===== config.mk =====
export PLATFORM = sky130hd
export DESIGN_NAME = vga_timing_gen
export DESIGN_NICKNAME = d
export VERILOG_FILES = /design/src/rtl/vga_pkg.sv /design/src/rtl/vga_axis_counter.sv /design/src/rtl/vga_timing_gen.sv
export SDC_FILE = /design/constraint.sdc
export NUM_CORES = 1
export LEC_CHECK = 0
export CAP_MARGIN = 20
export CORE_MARGIN = 1
export CORE_UTILIZATION = 50
export DETAILED_ROUTE_END_ITERATION = 8
export PLACE_DENSITY = 0.9
export SLEW_MARGIN = 5
export SYNTH_ARGS = -nofsm -noshare
export SYNTH_HDL_FRONTEND = slang
export SYNTH_HIERARCHICAL = 1
export SYNTH_SLANG_ARGS = --single-unit
export TNS_END_PERCENT = 100

===== constraint.sdc =====
create_clock -name pixel_clk -period 6.5 [get_ports pixel_clk]
set_input_delay 0.65 -clock pixel_clk [delete_from_list [all_inputs] [get_ports pixel_clk]]
set_output_delay 0.65 -clock pixel_clk [all_outputs]
set_load 0.05 [all_outputs]

===== src/rtl/vga_pkg.sv =====
// Shared VGA timing types: per-axis porch/sync description, the standard
// 640x480@60 mode, and a helper that sums an axis into its total length.
package vga_pkg;

   typedef struct packed {
      int active;
      int fp;
      int sync;
      int bp;
   } vga_axis_t;

   typedef struct packed {
      vga_axis_t h;
      vga_axis_t v;
   } vga_timing_t;

   localparam vga_timing_t VGA_640x480_60 = '{
      h: '{active: 640, fp: 16, sync: 96, bp: 48},
      v: '{active: 480, fp: 10, sync: 2,  bp: 33}
   };

   // Total length of one axis (pixels per line or lines per frame)
   function automatic int total(vga_axis_t a);
      return a.active + a.fp + a.sync + a.bp;
   endfunction

endpackage


===== src/rtl/vga_axis_counter.sv =====
// One timing axis: a wrapping position counter advanced by a carry-in,
// with a carry-out on wrap and registered sync/active flags decoded from
// the next count so they line up with the count they describe.
module vga_axis_counter
   import vga_pkg::*;
#(
   parameter int ACTIVE = 640,
   parameter int FP     = 16,
   parameter int SYNC   = 96,
   parameter int BP     = 48,
   parameter bit POL    = 1'b0,
   parameter int CW     = 10
) (
   input  logic          clk_i,
   input  logic          rst_ni,
   input  logic          inc_i,
   output logic [CW-1:0] count_o,
   output logic          carry_o,
   output logic          sync_o,
   output logic          active_o
);

   localparam int TOTAL      = total(vga_axis_t'{active: ACTIVE, fp: FP, sync: SYNC, bp: BP});
   localparam int SYNC_FIRST = ACTIVE + FP;
   localparam int SYNC_LAST  = ACTIVE + FP + SYNC - 1;

   logic [CW-1:0] count_q, count_d;
   logic          sync_q, sync_d;
   logic          active_q, active_d;
   logic          last;

   assign last     = (count_q == CW'(TOTAL - 1));
   assign carry_o  = inc_i && last;
   assign count_o  = count_q;
   assign sync_o   = sync_q;
   assign active_o = active_q;

   // Next position plus the flags that will describe that position
   always_comb begin
      count_d = count_q;
      if (inc_i) begin
         count_d = last ? '0 : count_q + CW'(1);
      end
      active_d = (count_d < CW'(ACTIVE));
      sync_d   = ((count_d >= CW'(SYNC_FIRST)) && (count_d <= CW'(SYNC_LAST))) ? POL : ~POL;
   end

   // Position and decoded flags; reset parks at the first active pixel
   always_ff @(posedge clk_i) begin
      if (!rst_ni) begin
         count_q  <= '0;
         sync_q   <= ~POL;
         active_q <= 1'b1;
      end else begin
         count_q  <= count_d;
         sync_q   <= sync_d;
         active_q <= active_d;
      end
   end

endmodule


===== src/rtl/vga_timing_gen.sv =====
// VGA/DVI timing generator: pixel-clock prescaler, horizontal and vertical
// axis counters, line/frame start markers and a completed-frame counter.
module vga_timing_gen
   import vga_pkg::*;
#(
   parameter int H_ACTIVE  = VGA_640x480_60.h.active,
   parameter int H_FP      = VGA_640x480_60.h.fp,
   parameter int H_SYNC    = VGA_640x480_60.h.sync,
   parameter int H_BP      = VGA_640x480_60.h.bp,
   parameter int V_ACTIVE  = VGA_640x480_60.v.active,
   parameter int V_FP      = VGA_640x480_60.v.fp,
   parameter int V_SYNC    = VGA_640x480_60.v.sync,
   parameter int V_BP      = VGA_640x480_60.v.bp,
   parameter bit HSYNC_POL = 1'b0,
   parameter bit VSYNC_POL = 1'b0,
   parameter int CLK_DIV   = 1,
   parameter int CW        = 10
) (
   input  logic          pixel_clk,
   input  logic          rst_n,
   input  logic          en,
   output logic          pix_stb,
   output logic [CW-1:0] x_count,
   output logic [CW-1:0] y_count,
   output logic          hsync,
   output logic          vsync,
   output logic          display_on,
   output logic          line_start,
   output logic          frame_start,
   output logic [7:0]    frame_cnt
);

   localparam int H_TOTAL = total(vga_axis_t'{active: H_ACTIVE, fp: H_FP, sync: H_SYNC, bp: H_BP});
   localparam int V_TOTAL = total(vga_axis_t'{active: V_ACTIVE, fp: V_FP, sync: V_SYNC, bp: V_BP});
   localparam int DW      = (CLK_DIV > 1) ? $clog2(CLK_DIV) : 1;

   if (CLK_DIV < 1) begin : g_bad_div
      $error("vga_timing_gen: CLK_DIV must be at least 1");
   end
   if ((H_SYNC < 1) || (V_SYNC < 1)) begin : g_bad_sync
      $error("vga_timing_gen: sync widths must be non-zero");
   end
   if (((H_TOTAL - 1) >= (1 << CW)) || ((V_TOTAL - 1) >= (1 << CW))) begin : g_bad_cw
      $error("vga_timing_gen: CW too small for H_TOTAL-1 / V_TOTAL-1");
   end

   logic [DW-1:0] div_q, div_d;
   logic          div_last;
   logic          h_carry, v_carry;
   logic          h_active, v_active;
   logic          line_start_q, frame_start_q;
   logic [7:0]    frame_cnt_q, frame_cnt_d;

   assign div_last    = (div_q == DW'(CLK_DIV - 1));
   assign pix_stb     = en && div_last;
   assign display_on  = h_active && v_active;
   assign line_start  = line_start_q;
   assign frame_start = frame_start_q;
   assign frame_cnt   = frame_cnt_q;

   // Prescaler only moves while running, so a freeze resumes mid-pixel
   always_comb begin
      div_d = div_q;
      if (en) begin
         div_d = div_last ? '0 : div_q + DW'(1);
      end
      frame_cnt_d = frame_cnt_q + {7'd0, v_carry};
   end

   // Prescaler, markers and frame counter; markers track the wrap carries
   always_ff @(posedge pixel_clk) begin
      if (!rst_n) begin
         div_q         <= '0;
         line_start_q  <= 1'b0;
         frame_start_q <= 1'b0;
         frame_cnt_q   <= 8'd0;
      end else begin
         div_q         <= div_d;
         line_start_q  <= h_carry;
         frame_start_q <= v_carry;
         frame_cnt_q   <= frame_cnt_d;
      end
   end

   vga_axis_counter #(
      .ACTIVE (H_ACTIVE),
      .FP     (H_FP),
      .SYNC   (H_SYNC),
      .BP     (H_BP),
      .POL    (HSYNC_POL),
      .CW     (CW)
   ) u_h_axis (
      .clk_i    (pixel_clk),
      .rst_ni   (rst_n),
      .inc_i    (pix_stb),
      .count_o  (x_count),
      .carry_o  (h_carry),
      .sync_o   (hsync),
      .active_o (h_active)
   );

   vga_axis_counter #(
      .ACTIVE (V_ACTIVE),
      .FP     (V_FP),
      .SYNC   (V_SYNC),
      .BP     (V_BP),
      .POL    (VSYNC_POL),
      .CW     (CW)
   ) u_v_axis (
      .clk_i    (pixel_clk),
      .rst_ni   (rst_n),
      .inc_i    (h_carry),
      .count_o  (y_count),
      .carry_o  (v_carry),
      .sync_o   (vsync),
      .active_o (v_active)
   );

endmodule


==> Word-level counts from Yosys, hierarchy flattened <==
Cells that the tools add are included.
{ "totals": {"word_cells": 36, "out_inout_bits": 34, "regBits": 35} }
{ "op_classes": {"n_eq_ne": 2, "n_lt_le_gt_ge": 6, "n_mux": 7, "bitwise": 1, "reduce_logical": 6, "addsub": 4} }
{ "op_table": {"columns": ["op", "n"], "rows": [
  ["10-bit 2-to-1 mux", 4],
  ["10-bit by 1-bit adder with 10-bit output (second input constant)", 2],
  ["10-bit == test (second input constant)", 2],
  ["10-bit greater-or-equal comparator (second input constant)", 1],
  ["10-bit by 9-bit greater-or-equal comparator with 1-bit output (second input constant)", 1],
  ["10-bit <= comparator (second input constant)", 1],
  ["10-bit by 9-bit <= comparator with 1-bit output (second input constant)", 1],
  ["10-bit < comparator (second input constant)", 1],
  ["10-bit by 9-bit < comparator with 1-bit output (second input constant)", 1],
  ["8-bit by 1-bit adder with 8-bit output", 1],
  ["1-bit logical AND", 6],
  ["1-bit 2-to-1 mux", 3],
  ["1-bit adder (second input constant)", 1],
  ["1-bit inverter", 1]
]} }

==> Longest topological paths before layout <==
{ "logic_depth": {"depth_word": 7, "ltp_mapped": 12, "depth_no_buf": 11} }

==> By module <==
Netlist, hierarchy kept.
{ "modules_own_cells": {"columns": ["mod", "cells_per_inst", "area_each_um2", "n_inst"], "rows": [
  ["vga_axis_counter at u_v_axis", 74, 664.4, 1],
  ["vga_axis_counter at u_h_axis", 59, 574.3, 1],
  ["vga_timing_gen", 41, 410.4, 1]
]} }

==> Worst setup path before layout <==
Ideal clock, no wire load.
{ "synth_path": {"path_kind": "register -> register", "start": "register u_h_axis.count_q[0], in the netlist u_h_axis/count_o[0]", "end": "register frame_cnt_q[4], in the netlist frame_cnt[4]", "path_slack_ns": 3.547, "n_path_buf": 1, "stages_incl_launch_ff": 13, "required_time_ns": 6.385, "t_arrival_ns": 2.838, "setup_time_ns": 0.115, "path_cell_list": "dfxtp_1 > ha_1 > nand3_2 > nor4b_4 > buf_4 > and3_2 > nand3_1 > inv_1 > ha_1 > ha_1 > nand3_1 > xnor2_1 > and2_1"} }
{ "synth_between": {"elab_chain_len": 4} }
{ "synth_lines": {"columns": ["item", "line_no", "source"], "rows": [
  ["start: declaration", "vga_axis_counter.sv:27", "logic [CW-1:0] count_q, count_d;"],
  ["start signal: assignment", "vga_axis_counter.sv:55", "count_q <= count_d;"],
  ["10-bit == test", "vga_axis_counter.sv:32", "assign last = (count_q == CW'(TOTAL - 1));"],
  ["1-bit logical AND", "vga_axis_counter.sv:33", "assign carry_o = inc_i && last;"],
  ["net h_carry", "vga_timing_gen.sv:49", "logic h_carry, v_carry;"],
  ["1-bit logical AND", "vga_axis_counter.sv:33", null],
  ["net v_carry", "vga_timing_gen.sv:49", null],
  ["8-bit by 1-bit adder with 8-bit output", "vga_timing_gen.sv:67", "frame_cnt_d = frame_cnt_q + {7'd0, v_carry};"],
  ["end signal: assignment", "vga_timing_gen.sv:81", "frame_cnt_q <= frame_cnt_d;"],
  ["end: declaration", "vga_timing_gen.sv:52", "logic [7:0] frame_cnt_q, frame_cnt_d;"]
]} }
The timed path passes the listed nets, and every way through them passes these cells.
A chain may end at the register's enable or synchronous reset.

==> Worst setup path after layout <==
{ "layout_path": {"start": "input en", "end": "register frame_cnt_q[4], in the netlist frame_cnt[4]"} }
{ "layout_between": {"elab_chain_len": 4} }
{ "layout_lines": {"columns": ["item", "line_no", "source"], "rows": [
  ["start: declaration", "vga_timing_gen.sv:21", "input logic en,"],
  ["1-bit logical AND", "vga_timing_gen.sv:55", "assign pix_stb = en && div_last;"],
  ["1-bit logical AND", "vga_axis_counter.sv:33", null],
  ["net h_carry", "vga_timing_gen.sv:49", null],
  ["1-bit logical AND", "vga_axis_counter.sv:33", null],
  ["net v_carry", "vga_timing_gen.sv:49", null],
  ["8-bit by 1-bit adder with 8-bit output", "vga_timing_gen.sv:67", null]
]} }
The timed path passes the listed nets, and every way through them passes these cells.

==> flow_summary.json <==
{
  "cts_buffers": 5,
  "synth_top_family_by_area": "simple AND/OR/NAND/NOR gates",
  "ys_warn_count": 6,
  "fin_util_pct": 66.61,
  "relSlewSlack_pct": 54.25,
  "period_share_pct": 49.76,
  "synth_mux_area_share_pct": 3.035,
  "grt_pass1_vias": 1190,
  "rsz0062_at_grt": "false",
  "synthXorXnorAreaFrac_pct": 10.62,
  "slew_viol_final": 0,
  "end_kind": "flop",
  "grt_usage_pct": 20.64,
  "cts_tree": "yes",
  "cts_num_sinks": 34,
  "dieArea_um2": 3532,
  "fin_crit_ns": 3.235,
  "slowest_delay_ns": 0.68,
  "cpMaxStageDelayCell": "nor4b_4",
  "cts_buffer_depth": 2,
  "crit_family": "simple AND/OR/NAND/NOR gates",
  "synth-async-reset-ratio_pct": 0,
  "leakage_nw": 0.7570,
  "port_buffers": 36,
  "dp_hpwl_um": 2306,
  "postSynthCellCount": 174,
  "grt_max_degree": 20,
  "initial_core_util_pct": 53.15,
  "vdd_drop_max_v": 0.00008243,
  "r2r_slack_ns": 3.63,
  "fillCellCount": 255,
  "synth_area_leaders": "dfxtp_1 (41%), xnor2_1 (6.4%), xor2_1 (4.2%), and2_1 (4.2%), nor2_1 (3.9%)",
  "finalSetupViolCount": 0,
  "synth_area_leader_cell": "dfxtp_1",
  "first_pass_iters": 5,
  "post-place-ws_ns": 2.921,
  "areaGrowthSynthToFinish_pct": 25.34,
  "synth_common_cells": "dfxtp_1 (34), nor2_1 (17), xnor2_1 (12)",
  "critPathArrivalTime_ns": 3.47,
  "diodes": 0,
  "netlist.area_leader.share_pct": 41.27,
  "viasPerCell": 5.263,
  "drtIter0Drc": 26,
  "critPathLaunch": "en",
  "status": "completed",
  "synthAdderAreaFrac_pct": 3.794,
  "num_io_pins": 37,
  "cp_data_required_time_ns": 6.73,
  "finalClockSkew_ns": 0.002509,
  "nets": 218,
  "synth-main-ff-cell": "dfxtp_1",
  "core_um2": 3103,
  "avgSynthCellArea_um2": 9.477,
  "postRouteAntennaNets": 0,
  "hold_viol": 0,
  "clock_latency_ns": 0.33,
  "drive_above_1_share_pct": 9.479,
  "timing.rr.start": "u_h_axis/count_o[0]",
  "htree_num_levels": 2,
  "max-cap-violations": 0,
  "grt_antenna_before_repair": 0,
  "cts_setup_buffers": 0,
  "yosysSeqAreaShare_pct": 41.27,
  "cp.buffers_inverters": 2,
  "remaining_drc_errors": 0,
  "critPathLaunchType": "primary input",
  "hold_path_class": "reg -> reg",
  "grt.overflow.total": 0,
  "die_w_um": 59.43,
  "path_class": "in -> reg",
  "clk_pin_slew_ns": 0.09,
  "wirelength_um": 3182,
  "yosysMostFrequentCell": "dfxtp_1",
  "hp-start": "frame_cnt[6]",
  "syn-num-nets": 182,
  "vias": 1342,
  "route.detailed.wl_per_inst_um": 12.48,
  "synth-compound-area-share_pct": 5.463,
  "postCtsHoldBufs": 0,
  "routabilityCongestion": 0.8585,
  "path_cells": "clkdlybuf4s50_1, nand3_2, nor4b_4, and3_2, nand3_1, inv_1, ha_1, ha_1, nand3_1, xnor2_1, and2_1",
  "ys_ff_latch": 34,
  "fmax_mhz": 309.2,
  "setup_tns_ns": 0,
  "synth-simple-area-share_pct": 31.18,
  "cellPowerDensity_nw_per_um2": 168.7,
  "yosysUniqueCellTypes": 45,
  "cts-root-buf": "clkbuf_4",
  "netlist_area_um2": 1649,
  "synth_edf_count": 0,
  "die_y_um": 59.43,
  "fin_ws_ns": 3.265,
  "cp_max_fo": 11,
  "std_cell_rows": 20,
  "cts_resized": 0,
  "p_total_uw": 348.8,
  "grt_pass1_wl_um": 5278,
  "worst_pin_slew_ns": 0.6834
}
placed cells by master, fill, tap and decap left out, types with 2 or more instances in the layout:
cell type / instances
xor2_1: 8
xnor2_1: 12
mux2i_1: 5
nor2_2: 2
clkbuf_4: 5
nor2_1: 17
and3_1: 2
dfxtp_1: 34
and3_2: 2
clkdlybuf4s50_1: 36
and2_1: 11
nand4_1: 9
ha_1: 5
inv_1: 5
nand2_1: 11
nand2b_1: 2
nor3_1: 3
o21ai_0: 3
or3_1: 3
nand3_1: 9
nor3_2: 2
power breakdown:
| part | switching, mW | leakage (nW) | internal (mW) | total, mW |
|---|---|---|---|---|
| clock | 0.0668 | 0.0353 | 0.0524 | 0.119 |
| sequential | 0.00167 | 0.274 | 0.210 | 0.211 |
| combinational | 0.0117 | 0.447 | 0.00671 | 0.0184 |
state kept, by name, indices dropped and copies added, names as in the netlist:
register           flops
u_v_axis/count_o      10
u_v_axis/active_o      1
line_start             1
u_h_axis/active_o      1
u_h_axis/sync_o        1
u_h_axis/count_o      10
u_v_axis/sync_o        1
frame_cnt              8
frame_start            1
worst paths after layout:
| check | to | cells after the start |
|---|---|---|
| max | frame_cnt[4] | 11 |
| min | frame_cnt[6] | 2 |
| min reg2reg | frame_cnt[6] | 2 |
| max reg2reg | frame_cnt[4] | 11 |
metal layers:
metal | global-route usage (%) | share of wire, % | up-vias
li1 | - | - | 671
met1 | 25.10 | 47 | 619
met2 | 32.91 | 46 | 47
met3 | 5.895 | 4.9 | 5
met4 | 10.88 | 1.9 | 0
met5 | 0 | 0 | -
worst register-to-register path, delay by kind of cell, from the launching register on:
kind          cells  cell delay [ns]
xor+xnor          1             0.14
fa+ha+maj         3             0.66
buf+inv           1             0.08
flops             1             0.41
simple gates      6             1.48
metrics by stage:
stage	cells	cell area [µm²]	hold WS [ns]
global placement	247	2007	0.4682
detailed placement	247	2007	0.4901
floorplan	174	1649	0.6916
CTS	255	2067	0.5051
finish	255	2067	0.5070
global route	255	2067	0.5409
cell families after synthesis:
logic type               Yosys count
AO/OA/AOI/OAI                     13
XOR/XNOR                          20
adder cells (fa/ha/maj)            5
buffers and inverters             12
flip-flops                        34
multiplexers                       5
AND/OR/NAND/NOR                   85
final cells by class:
class,instances,area (µm²),share of cell area (%)
multi-input combinational,128,892.1,43.16
sequential,34,680.7,32.93
timing repair buffer,36,360.3,17.43
clock buffer,7,55.05,2.663
tap,44,55.05,2.663
inverter,5,18.77,0.9080
clock inverter,1,5.005,0.2421
No activity file was read; power rests on OpenSTA's default activity.
==> edit: new RTL, config.mk and constraints unchanged <==
The parameter `HSYNC_POL` goes from 1'b0 to 1'b1.
--- a/src/rtl/vga_timing_gen.sv
+++ b/src/rtl/vga_timing_gen.sv
@@ -13,3 +13,3 @@
    parameter int V_BP      = VGA_640x480_60.v.bp,
-   parameter bit HSYNC_POL = 1'b0,
+   parameter bit HSYNC_POL = 1'b1,
    parameter bit VSYNC_POL = 1'b0,
Function: changed (a bounded check fails within 4 cycles, from zero or initial values and one cycle with rst_n low).
==> edit against the original RTL <==
  * Synthesized area is 0.23% lower
  * Worst setup slack better by 26 ps
  * Global-route usage rose by 0.32 points
  * Total power decreased by 0.29%
  * Wire length hardly changed
  * Sequential cell count unchanged
  * Largest cell class unchanged
  * Synthesized cell count is the same
  * Fmax grew 0.82%
  * Critical endpoint unchanged
  * Final area shrank 0.18%
  * Clock skew increased by 3.4 ps
  * Sequential power about the same
==> edit: results (changes against the original RTL) <==
| Metric | Value |
|---|---|
| Status | finished, final reports clean |
| Least-Margin Pin Slew | 702 ps (+19.1 ps) |
| Syn avg cell area | 9.46 um^2 (-0.23%) |
| Pre-CTS setup slack | 2910 ps (-7.00 ps) |
| Multi-input combinational cell area | 888 um^2 (-0.42%) |
| Crit path time final | 3210 ps (-26.4 ps) |
| DPL Wire Length | 2340 um (+1.6%) |
| Share of cells above drive strength 1 | 0.0900 (-0.00474) |
| GRT Overall Usage | 0.210 (+0.00325) |
| Synth warnings | 6 (unchanged) |
| Synth top area cells | dfxtp_1 41%, xnor2_1 6.4%, nor2_1 4.3% |
| Clock skew | 5.87 ps (+3.36 ps) |
| Placed Area | 2000 um^2 (-0.19%) |
| Hold_ws | 495 ps (-12.1 ps) |
| Sequential area share after synthesis | 0.414 (+0.000942) |
| Wire length per cell | 12.5 um (about the same) |
| Adder-cell share of the synthesized area | 0.0380 (+0.0000865) |
| Top cells by instance count after synthesis | 34 x dfxtp_1, 19 x nor2_1, 12 x xnor2_1 |
| Non-clock buffer share | 0.175 (+0.000317) |
| Drt pass-1 iters | 4 (-1) |
| CP Data Arrival Time | 3450 ps (-20 ps) |
| FF-to-FF Start | u_h_axis/count_o[0] |
| PortBufs | 36 (unchanged) |
| Placed cells | 247 (unchanged) |
| Mux cell area share after synthesis | 0.0304 (+0.0000692) |
| Leakage | 0.761 nW (+0.47%) |
| Max VDD drop | 0.000100 V (+22%) |
| Post-route cell area | 2060 um^2 (-0.18%) |
| Endpoint of the worst hold path | frame_cnt[7] |
| Drt initial violations | 32 (+23%) |
| Yosys cell types | 46 (+2.2%) |
| Post-Synth XOR/XNOR Area | 0.106 (+0.000242) |
| CTS buffer count | 5 (unchanged) |
| Clock-cell share | 0.0291 (+0.0000528) |
| RD Place Congestion | 0.891 (+3.8%) |
| Min-delay src | frame_cnt[7] |
| Compound-Gate Fraction of Synth Area | 0.0548 (+0.000125) |
| Hold path cells | 2 (unchanged) |
| Via count | 1337 (-0.37%) |
| First-pass GRT wire length | 5370 um (+1.7%) |
| Vias in the first global route | 1136 (-4.5%) |
| Fillers | 273 (+7.1%) |
| #FFs+latches synth | 34 (unchanged) |
==> edit: cell types whose count changed in the layout (fill, tap and decap cells not counted) <==
cell / delta
and4_1: +1
nand4_1: -1
or2b_2: +1
nor2_1: +2
and2_2: +1
nor2_2: -2
or2b_4: -1
and2_1: -1
==> edit: power groups by stage <==
stage	Combinational [mW]	Clock, mW	Sequential [mW]
2_1_floorplan	0.00850	0	0.221
3_3_place_gp	0.0179	0	0.216
3_5_place_dp	0.0182	0	0.216
4_1_cts	0.0182	0.123	0.211
5_1_grt	0.0193	0.131	0.212
6_report	0.0180	0.119	0.211
==> edit: cell families after synthesis <==
group,count (synthesis)
AOI/OAI and AO/OA,13
buffers and inverters,12
and+or+nand+nor,85
adders and majority gates,5
DFF,34
muxes,5
xor gates and xnor gates,20
==> edit: per-layer routing <==
layer	up-vias	wire length (um)	global-route usage
met5	-	0	0
met4	0	55	0.0918
met3	7	185	0.0524
met2	38	1460	0.307
met1	619	1490	0.291
li1	673	-	-
